==> config.mk <==
export PLATFORM = sky130hd
export DESIGN_NAME = tx_fifo_buffer
export DESIGN_NICKNAME = d
export VERILOG_FILES = /design/src/rtl/tx_fifo_buffer.sv
export SDC_FILE = /design/constraint.sdc
export NUM_CORES = 1
export LEC_CHECK = 0
export ABC_AREA = 1
export CAP_MARGIN = 20
export CORE_MARGIN = 3
export CORE_UTILIZATION = 62
export DETAILED_ROUTE_END_ITERATION = 16
export PLACE_DENSITY = 0.85
export SYNTH_ARGS = -nofsm -noshare
export SYNTH_HDL_FRONTEND = slang
export SYNTH_SLANG_ARGS = --single-unit
==> constraint.sdc <==
create_clock -name clk -period 4.33 [get_ports clk]
set_input_delay 0.866 -clock clk [delete_from_list [all_inputs] [get_ports clk]]
set_output_delay 0.866 -clock clk [all_outputs]
set_load 0.02 [all_outputs]
==> src/rtl/tx_fifo_buffer.sv <==
// Storage and read side of the 6-entry TX FIFO; head pointer comes from the head counter.
// Optional sticky overflow/underflow flags enabled by defining TX_FIFO_ERR_EN.
module tx_fifo_buffer #(
    parameter int DATA_WIDTH = 8,
    parameter int PTR_WIDTH  = 3,
    parameter int LAST_IDX   = 5
) (
    input  logic                  clk,
    input  logic                  n_rst,
    input  logic                  wr_req,
    input  logic [DATA_WIDTH-1:0] wdata,
    input  logic [PTR_WIDTH-1:0]  head_ptr,
    input  logic                  head_tog,
    output logic                  wr_accept,
    input  logic                  rd_req,
    output logic                  rd_accept,
    output logic [DATA_WIDTH-1:0] rdata,
    output logic                  rvalid,
    output logic                  empty,
    output logic                  full,
    output logic [2:0]            count
`ifdef TX_FIFO_ERR_EN
    ,
    output logic                  ovf_err,
    output logic                  unf_err
`endif
);

    localparam int DEPTH = LAST_IDX + 1;
    localparam logic [PTR_WIDTH-1:0] LAST = PTR_WIDTH'(LAST_IDX);
    localparam logic [PTR_WIDTH:0]   DEPTH_W = (PTR_WIDTH+1)'(DEPTH);

    logic [DATA_WIDTH-1:0] mem [DEPTH];
    logic [PTR_WIDTH-1:0]  tail_ptr;
    logic                  tail_tog;
    logic                  ptr_eq;
    logic [PTR_WIDTH:0]    diff;

    assign ptr_eq    = (head_ptr == tail_ptr);
    assign empty     = ptr_eq & (head_tog == tail_tog);
    assign full      = ptr_eq & (head_tog != tail_tog);
    assign wr_accept = wr_req & ~full;
    assign rd_accept = rd_req & ~empty;

    // Pointer distance modulo the non-power-of-two depth
    always_comb begin
        diff = '0;
        if (head_ptr > tail_ptr)
            diff = {1'b0, head_ptr} - {1'b0, tail_ptr};
        else
            diff = {1'b0, head_ptr} + DEPTH_W - {1'b0, tail_ptr};
    end

    always_comb begin
        count = diff[2:0];
        if (empty)
            count = 3'd0;
        else if (full)
            count = 3'(DEPTH);
    end

    always_ff @(posedge clk or negedge n_rst) begin
        if (!n_rst) begin
            for (int i = 0; i < DEPTH; i++)
                mem[i] <= '0;
        end else if (wr_accept) begin
            mem[head_ptr] <= wdata;
        end
    end

    always_ff @(posedge clk or negedge n_rst) begin
        if (!n_rst) begin
            tail_ptr <= '0;
            tail_tog <= 1'b0;
            rdata    <= '0;
            rvalid   <= 1'b0;
        end else begin
            rvalid <= rd_accept;
            if (rd_accept) begin
                rdata <= mem[tail_ptr];
                if (tail_ptr == LAST) begin
                    tail_ptr <= '0;
                    tail_tog <= ~tail_tog;
                end else begin
                    tail_ptr <= tail_ptr + 1'b1;
                end
            end
        end
    end

`ifdef TX_FIFO_ERR_EN
    always_ff @(posedge clk or negedge n_rst) begin
        if (!n_rst) begin
            ovf_err <= 1'b0;
            unf_err <= 1'b0;
        end else begin
            if (wr_req & full)
                ovf_err <= 1'b1;
            if (rd_req & empty)
                unf_err <= 1'b1;
        end
    end
`endif

endmodule
==> metrics.yaml, run 1 <==
globalplace.congestion: 0.843
rrSetupSlack_ns: 2.04
clk_latency_ns: 0.35
cpLargestDelayFamily: "buffers and inverters"
rows: 26
switching_share: 0.410
dp_hpwl_mm: 5.70
cts_tree: "done"
grt_start_max_net_pins: 49
crit_required_ns: 3.46
power.leakage_nw: 2.08
cts.sinks: 61
max_stage_delay_ns: 0.59
synth.top_cell.area_share: 0.457
crit_slowest_cell: "clkdlybuf4s50_1"
cts_buffers: 9
hold_end: "mem[11]$_DFFE_PN0P_"
hold_depth: 2
power_density_nw_per_um2: 656
crit_arrival_ns: 3.27
synth_area_leaders: "dfrtp_1 46%, nand2_1 19%, nand3_1 13%"
antenna_found_initial: 0
synth-compound-area-share: 0.00898
grt-ovfl-total: 0
synthAdderAreaFrac: 0.0247
yosys.area.top_type: "dfrtp_1"
peakVddDrop_v: 0.000423
synth-seq-cells: 61
p_clk_frac: 0.209
cts_resized: 0
cp.depth: 9
core_area_sq_um: 5170
synthXorXnorAreaFrac: 0.00786
clock_path_buffers: 2
path_clk_slew_ns: 0.07
grt_pass1_vias: 2994
fin_nets: 503
grt_pass1_wl_mm: 14.2
critPathLaunchType: "input pin"
combPwrFrac: 0.444
area_delta_synth_final_pct: 16.0
fin_crit_ns: 4.14
io_pins: 32
p_switching_mw: 1.05
synth_area_per_cell_sq_um: 7.41
clock_skew_ns: 0.0139
diodes: 0
r2r-start: "tail_ptr[2]$_DFFE_PN0P_"
rsz0062_at_grt: "no"
finalHoldViolations: 0
start_util: 0.646
synth_top_family_by_area: "simple AND/OR/NAND/NOR gates"
r2r_cells: 8
dr.pass1.iters: 7
worst_pin_slew_ns: 0.649
dieArea_sq_um: 6310
yosysSeqAreaShare: 0.457
drtAntennaViolNets: 0
cts_setup_buffers: 0
numPortBuffers: 31
synthSimpleGateAreaFrac: 0.425
fin_area_sq_um: 3880
vias: 3157
drv_slew: 0
hp-class: "reg -> reg"
cts_hold_buf: 0
cap_violations: 0
wirelength_mm: 8.65
clock.fmax_ghz: 0.242
synth_warnings: 0
setup_viol_count_final: 0
slew_headroom: 0.566
htree_levels: 3
setup-tns-final_ns: 0
synth.net_count: 473
ys_types: 24
end_kind: "output port"
path_cells: "clkdlybuf4s50_1, inv_2, ha_1, fa_1, xor2_1, a21oi_1, nand2_1, nand2_1, clkdlybuf4s50_1"
synth_mux_area_frac: 0
hold_ws_ns: 0.480
wire_per_inst_microns: 15.6
die_y_microns: 79.4
placed_area_sq_um: 3670
postSynthCellCount: 451
drive_gt1_frac: 0.0988
power_frac_seq: 0.347
p_int_mw: 1.50
drc: 0
fp.dieW_microns: 79.4
viasPerCell: 5.68
min-delay-start: "mem[11]$_DFFE_PN0P_"
fin_crit_sh: 0.956
synth_area_sq_um: 3340
run_status: "finished clean"
grt_usage: 0.298
crit_buf_inv: 3
cts-root-buf: "clkbuf_8"
critPathKind: "in -> out"
r2r_end: "mem[6]$_DFFE_PN0P_"
crit_fanout: 4
detailedRoute.firstIterationViolations: 332
-- metrics by stage --
stage / cells / utilization / total power [mW] / setup slack [ns]
detailed placement: 540 / 0.709 / 2.00 / 0.198
global placement: 540 / 0.709 / 1.96 / 0.277
global route: 556 / 0.750 / 2.71 / 0.0730
finish: 556 / 0.750 / 2.55 / 0.191
floorplan: 451 / - / 1.65 / 1.25
CTS: 556 / 0.750 / 2.54 / 0.188
-- worst reg2reg max path, delay by kind of cell (launching register included) --
kind | cells | cell delay (ns)
adders and majority gates | 1 | 0.43
DFF | 1 | 0.41
buffers and inverters | 2 | 0.77
and+or+nand+nor | 5 | 0.60
-- flip-flops by register name, indices dropped and copies added, names as in the netlist --
signal    flops
rdata         8
tail_ptr      3
tail_tog      1
rvalid        1
mem          48
-- power groups by stage --
stage | clock [mW] | combinational [mW] | sequential [mW]
floorplan | 0 | 0.744 | 0.903
global placement | 0 | 1.08 | 0.880
detailed placement | 0 | 1.11 | 0.889
CTS | 0.531 | 1.12 | 0.880
global route | 0.560 | 1.25 | 0.903
finish | 0.532 | 1.13 | 0.883
-- cell families (layout without fill, tap and decap cells) --
group,after synthesis,after routing
DFF,61,61
adders and majority gates,6,6
buffers and inverters,59,94
xor gates and xnor gates,3,3
AOI/OAI and AO/OA,6,6
and+or+nand+nor,316,316
-- per-layer routing --
| layer | routed length (microns) | up-vias | GRT usage |
|---|---|---|---|
| met1 | 3580 | 1483 | 0.384 |
| met2 | 4080 | 171 | 0.480 |
| met3 | 698 | 33 | 0.0497 |
| met4 | 298 | 0 | 0.160 |
| met5 | 0 | - | 0 |
| li1 | - | 1470 | - |
-- how the worst max path moves through the flow --
stage                           start        to  slack [ns]
after floorplan           head_ptr[0]  count[1]        1.25
after global placement    head_ptr[0]  count[2]        0.28
after detailed placement  head_ptr[0]  count[2]        0.20
after CTS                 head_ptr[0]  count[2]        0.19
after global routing      head_ptr[0]  count[2]        0.07
final                     head_ptr[0]  count[2]        0.19
-- Yosys cell counts --
cell type / count
a21oi_1: 2
buf_2: 7
buf_4: 1
buf_6: 3
clkbuf_1: 4
dfrtp_1: 61
fa_1: 1
ha_1: 5
inv_1: 39
inv_2: 5
nand2_1: 173
nand2_2: 2
nand2_4: 1
nand3_1: 88
nand3_2: 3
nand3_4: 2
nor2_1: 30
nor2_2: 3
nor2_4: 5
nor3_1: 1
o21ai_0: 3
o21ai_1: 1
or2_2: 8
xor2_1: 3
-- cell usage in the layout, fill, tap and decap left out, drive strengths merged --
cell / count
a21oi: 2
buf: 4
bufinv: 1
clkbuf: 13
clkdlybuf4s50: 30
clkinv: 1
clkinvlp: 1
dfrtp: 61
fa: 1
ha: 5
inv: 44
nand2: 176
nand3: 93
nor2: 38
nor3: 1
o21ai: 4
or2: 8
xor2: 3
-- layout make-up --
class | count | area, sq um
fillers | 383 | 1290
clock buffers | 13 | 169
multi-input cells | 331 | 1560
clock inverters | 3 | 42.5
well taps | 70 | 87.6
repair buffers | 34 | 328
flip-flops and latches | 61 | 1530
inverters | 44 | 165
Power figures use the tool's default switching activity.
==> run 2, diff against run 1 <==
CORE_UTILIZATION = 60   (was 62)
PLACE_DENSITY = 0.83   (was 0.85)
==> metrics.yaml, run 2 (synthesis gave the netlist of run 1 again) <==
power_density_nw_per_um2: 637  # -2.9%
fp.dieW_microns: 80.6  # +1.5%
grt_pass1_vias: 2961  # -1.1%
cts-root-buf: "clkbuf_8"
crit_slowest_cell: "clkdlybuf4s50_1"
num-fill-cells: 414  # +8.1%
finalHoldViolations: 0  # unchanged
worst_pin_slew_ns: 0.759  # +0.110 ns
setup-tns-final_ns: 0  # unchanged
cts_resized: 0  # unchanged
start_util: 0.638  # -0.00803
wirelength_mm: 8.33  # -3.7%
io_pins: 32  # unchanged
crit_fanout: 4  # unchanged
htree_levels: 3  # unchanged
cpLargestDelayFamily: "buffers and inverters"
core_area_sq_um: 5240  # +1.3%
cts_hold_buf: 0  # unchanged
finalNonFillerCells: 557  # +0.18%
clock_path_buffers: 2  # unchanged
grt_start_max_net_pins: 62  # +27%
fin_crit_sh: 0.936  # -0.0200
clk_latency_ns: 0.35  # about the same
run_status: "finished clean"
cts.sinks: 61  # unchanged
die_y_microns: 80.6  # +1.5%
wire_per_inst_microns: 15.0  # -3.9%
regArea_sq_um: 1530  # unchanged
reg.largest.list: "mem (48), rdata (8), tail_ptr (3)"
path_clk_slew_ns: 0.06  # about the same
grt_usage: 0.293  # -0.00476
hp-class: "reg -> reg"
largest_reg_flops: 48  # unchanged
dieArea_sq_um: 6500  # +3.1%
vias: 3121  # -1.1%
fin_crit_ns: 4.05  # -0.0868 ns
fin_nets: 505  # +0.40%
setup_viol_count_final: 0  # unchanged
regMostFlops: "mem"
max_stage_delay_ns: 0.62  # +0.03 ns
critPathLaunchType: "input pin"
numPortBuffers: 31  # unchanged
drive_gt1_frac: 0.103  # +0.00390
path_cells: "clkdlybuf4s50_1, inv_2, ha_1, fa_1, xor2_1, a21oi_1, nand2_1, nand2_1, clkdlybuf4s50_1"
drtAntennaViolNets: 0  # unchanged
rsz0062_at_grt: "no"
area_delta_synth_final_pct: 15.4
grt_pass1_wl_mm: 14.1  # -0.39%
rows: 26  # unchanged
drc: 0  # unchanged
fin_area_sq_um: 3860  # -0.55%
clock.fmax_ghz: 0.247  # +2.1%
viasPerCell: 5.60  # -1.3%
slew_headroom: 0.494  # -0.0720
crit_buf_inv: 3  # unchanged
crit_required_ns: 3.46  # about the same
cts_buffers: 9  # unchanged
dp_hpwl_mm: 5.66  # -0.83%
final_common_cell: "nand2_1"
antenna_found_initial: 0  # unchanged
end_kind: "output port"
detailedRoute.firstIterationViolations: 359  # +8.1%
dr.pass1.iters: 5  # -2
placed_area_sq_um: 3680  # +0.41%
critPathKind: "in -> out"
clock_skew_ns: 0.0104  # -0.00344 ns
crit_arrival_ns: 3.19  # -0.08 ns
grt-ovfl-total: 0  # unchanged
diodes: 0  # unchanged
peakVddDrop_v: 0.000386  # -8.7%
layout_common_cells: "173 x nand2_1, 88 x nand3_1, 61 x dfrtp_1, 39 x inv_1"
globalplace.congestion: 0.852  # +1.1%
cts_setup_buffers: 0  # unchanged
drv_slew: 0  # unchanged
placed_cells: 542  # +0.37%
power.leakage_nw: 2.07  # about the same
multiInputGateArea_sq_um: 1560  # unchanged
cts_tree: "done"
cap_violations: 0  # unchanged
-- run 2: cell types whose count changed in the layout (fill, tap and decap cells not counted) --
cell / before / now
clkinvlp_4: 1 / 0
clkinv_4: 0 / 1
clkbuf_1: 1 / 0
clkbuf_8: 12 / 11
bufinv_16: 1 / 0
clkinv_2: 1 / 3
buf_4: 3 / 5
-- run 2: power by group --
part	internal [mW]	switching, mW	total (mW)
clock network	0.233	0.221	0.454
registers	0.760	0.119	0.878
logic	0.430	0.695	1.13
-- run 2: path summary, 6_finish.rpt --
kind | from | to | slack (ns) | cells after the start
setup / recovery | head_ptr[0] | count[2] | 0.28 | 9
hold / removal | mem[26]$_DFFE_PN0P_ | mem[26]$_DFFE_PN0P_ | 0.48 | 2
setup reg to reg | tail_ptr[2]$_DFFE_PN0P_ | mem[22]$_DFFE_PN0P_ | 2.08 | 8
hold reg to reg | mem[26]$_DFFE_PN0P_ | mem[26]$_DFFE_PN0P_ | 0.48 | 2
max in group asynchronous | n_rst | mem[17]$_DFFE_PN0P_ | 3.15 | 2
min in group asynchronous | n_rst | rdata[6]$_DFFE_PN0P_ | 0.67 | 2
-- run 2: final cells by class --
class | instances | share of cell area
inverters | 44 | 0.0428
clock inverters | 4 | 0.00616
clock buffers | 11 | 0.0392
repair buffers | 36 | 0.0889
flip-flops and latches | 61 | 0.396
multi-input cells | 331 | 0.404
well taps | 70 | 0.0227
-- run 2: worst reg2reg max path: stages (launching register included) --
cell and delay, ns:
dfrtp_1 0.41, inv_1 0.33, ha_1 0.43, nand3_4 0.16
nor2_4 0.06, nor2_4 0.11, buf_4 0.42, nand3_1 0.18
nand2_1 0.09
-- run 2: stage by stage --
step | total power [mW] | utilization | worst slack [ns] | hold WS [ns]
floorplan | 1.65 | - | 1.25 | 0.441
global placement | 1.96 | 0.703 | 0.300 | 0.455
detailed placement | 2.00 | 0.703 | 0.283 | 0.462
CTS | 2.45 | 0.737 | 0.283 | 0.477
global route | 2.65 | 0.737 | 0.162 | 0.496
finish | 2.46 | 0.737 | 0.278 | 0.478
-- run 2: per-layer routing --
layer,up-vias,global-route usage,part of all wire
met4,0,0.132,0.029
met5,-,0,0
met2,160,0.445,0.47
li1,1481,-,-
met3,23,0.0673,0.086
met1,1457,0.399,0.42
==> run 3, diff against run 2 <==
PLACE_DENSITY = 0.87   (was 0.83)
TNS_END_PERCENT = 50   (was unset)
==> metrics.yaml, run 3 (synthesis gave the netlist of run 1 again) <==
critPathLaunchType: "input pin"
cts_buffers: 9  # unchanged
largest_reg_flops: 48  # unchanged
fin_crit_sh: 0.972  # +0.0359
antenna_found_initial: 0  # unchanged
worst_pin_slew_ns: 0.697  # -0.0624 ns
setup-tns-final_ns: 0  # unchanged
crit_arrival_ns: 3.34  # +0.15 ns
htree_levels: 3  # unchanged
cts_tree: "done"
run_status: "finished clean"
finalHoldViolations: 0  # unchanged
start_util: 0.638  # unchanged
vias: 3101  # -0.64%
area_delta_synth_final_pct: 15.9
hp-class: "reg -> reg"
clk_latency_ns: 0.34  # about the same
numPortBuffers: 31  # unchanged
cts_resized: 0  # unchanged
peakVddDrop_v: 0.000354  # -8.4%
regArea_sq_um: 1530  # unchanged
fin_util: 0.740  # +0.00311
drv_slew: 0  # unchanged
detailedRoute.firstIterationViolations: 313  # -13%
rsz0062_at_grt: "no"
cts.sinks: 61  # unchanged
cts_hold_buf: 0  # unchanged
layout_common_cells: "173 x nand2_1, 88 x nand3_1, 61 x dfrtp_1, 39 x inv_1"
drive_gt1_frac: 0.101  # -0.00185
die_y_microns: 80.6  # unchanged
io_pins: 32  # unchanged
grt-ovfl-total: 0  # unchanged
cts_setup_buffers: 0  # unchanged
drtAntennaViolNets: 0  # unchanged
clock.fmax_ghz: 0.238  # -3.7%
regMostFlops: "mem"
grt_start_max_net_pins: 49  # -21%
reg.largest.list: "mem (48), rdata (8), tail_ptr (3)"
wirelength_mm: 8.55  # +2.7%
slew_headroom: 0.535  # +0.0416
cts-root-buf: "clkbuf_8"
rows: 26  # unchanged
wire_per_inst_microns: 15.4  # +2.9%
grt_pass1_wl_mm: 14.0  # -0.34%
num-fill-cells: 415  # +0.24%
path_clk_slew_ns: 0.06  # about the same
end_kind: "output port"
clock_path_buffers: 2  # unchanged
power.leakage_nw: 2.08  # about the same
fin_nets: 504  # -0.20%
power_density_nw_per_um2: 654  # +2.7%
core_area_sq_um: 5240  # unchanged
clock_skew_ns: 0.00734  # -0.00310 ns
dp_hpwl_mm: 5.69  # +0.66%
crit_fanout: 4  # unchanged
cap_violations: 0  # unchanged
setup_viol_count_final: 0  # unchanged
crit_required_ns: 3.46  # about the same
drc: 0  # unchanged
dr.pass1.iters: 6  # +1
fin_crit_ns: 4.21  # +0.155 ns
grt_usage: 0.290  # -0.00332
critPathKind: "in -> out"
globalplace.congestion: 0.887  # +4.1%
dieArea_sq_um: 6500  # unchanged
multiInputGateArea_sq_um: 1560  # unchanged
grt_pass1_vias: 2995  # +1.1%
viasPerCell: 5.58  # -0.46%
diodes: 0  # unchanged
final_common_cell: "nand2_1"
fp.dieW_microns: 80.6  # unchanged
run 3: worst paths after layout:
path	startpoint	endpoint	slack, ns	cells after the start
worst min register to register	mem[13]$_DFFE_PN0P_	mem[13]$_DFFE_PN0P_	0.47	2
worst max-delay path	head_ptr[0]	count[2]	0.12	9
worst min-delay path	mem[13]$_DFFE_PN0P_	mem[13]$_DFFE_PN0P_	0.47	2
min in group asynchronous	n_rst	rdata[1]$_DFFE_PN0P_	0.56	1
max in group asynchronous	n_rst	mem[4]$_DFFE_PN0P_	2.88	2
worst max register to register	tail_ptr[2]$_DFFE_PN0P_	mem[2]$_DFFE_PN0P_	2.08	8
run 3: final cells by class:
type	count	area share
flip-flops and latches	61	0.394
well taps	70	0.0226
multi-input cells	331	0.403
clock inverters	4	0.0123
repair buffers	35	0.0866
inverters	44	0.0426
clock buffers	11	0.0391
run 3: routing by layer:
metal / vias up / track usage / part of all wire
met5: - / 0 / 0
met4: 0 / 0.128 / 0.028
met3: 24 / 0.0751 / 0.094
met2: 157 / 0.444 / 0.46
met1: 1438 / 0.387 / 0.42
li1: 1482 / - / -
run 3: critical path, stage by stage:
cell,delay (ns)
clkdlybuf4s50_1,0.60
inv_2,0.14
ha_1,0.27
fa_1,0.39
xor2_1,0.17
a21oi_1,0.19
nand2_1,0.07
nand2_1,0.06
clkdlybuf4s50_1,0.59
run 3: per-stage QoR:
| step | std cells | hold WS [ns] | power, mW | setup slack (ns) | area, sq um |
|---|---|---|---|---|---|
| finish | 556 | 0.474 | 2.53 | 0.122 | 3870 |
| global route | 556 | 0.499 | 2.71 | 0.0138 | 3870 |
| CTS | 556 | 0.477 | 2.52 | 0.135 | 3870 |
| detailed placement | 541 | 0.459 | 2.00 | 0.154 | 3670 |
| global placement | 541 | 0.454 | 1.96 | 0.235 | 3670 |
| floorplan | 451 | 0.441 | 1.65 | 1.25 | 3340 |
run 3: power breakdown:
group | switching, mW | total, mW | internal (mW) | leakage (nW)
combinational | 0.726 | 1.16 | 0.435 | 1.22
clock | 0.220 | 0.512 | 0.292 | 0.101
sequential | 0.102 | 0.862 | 0.760 | 0.759
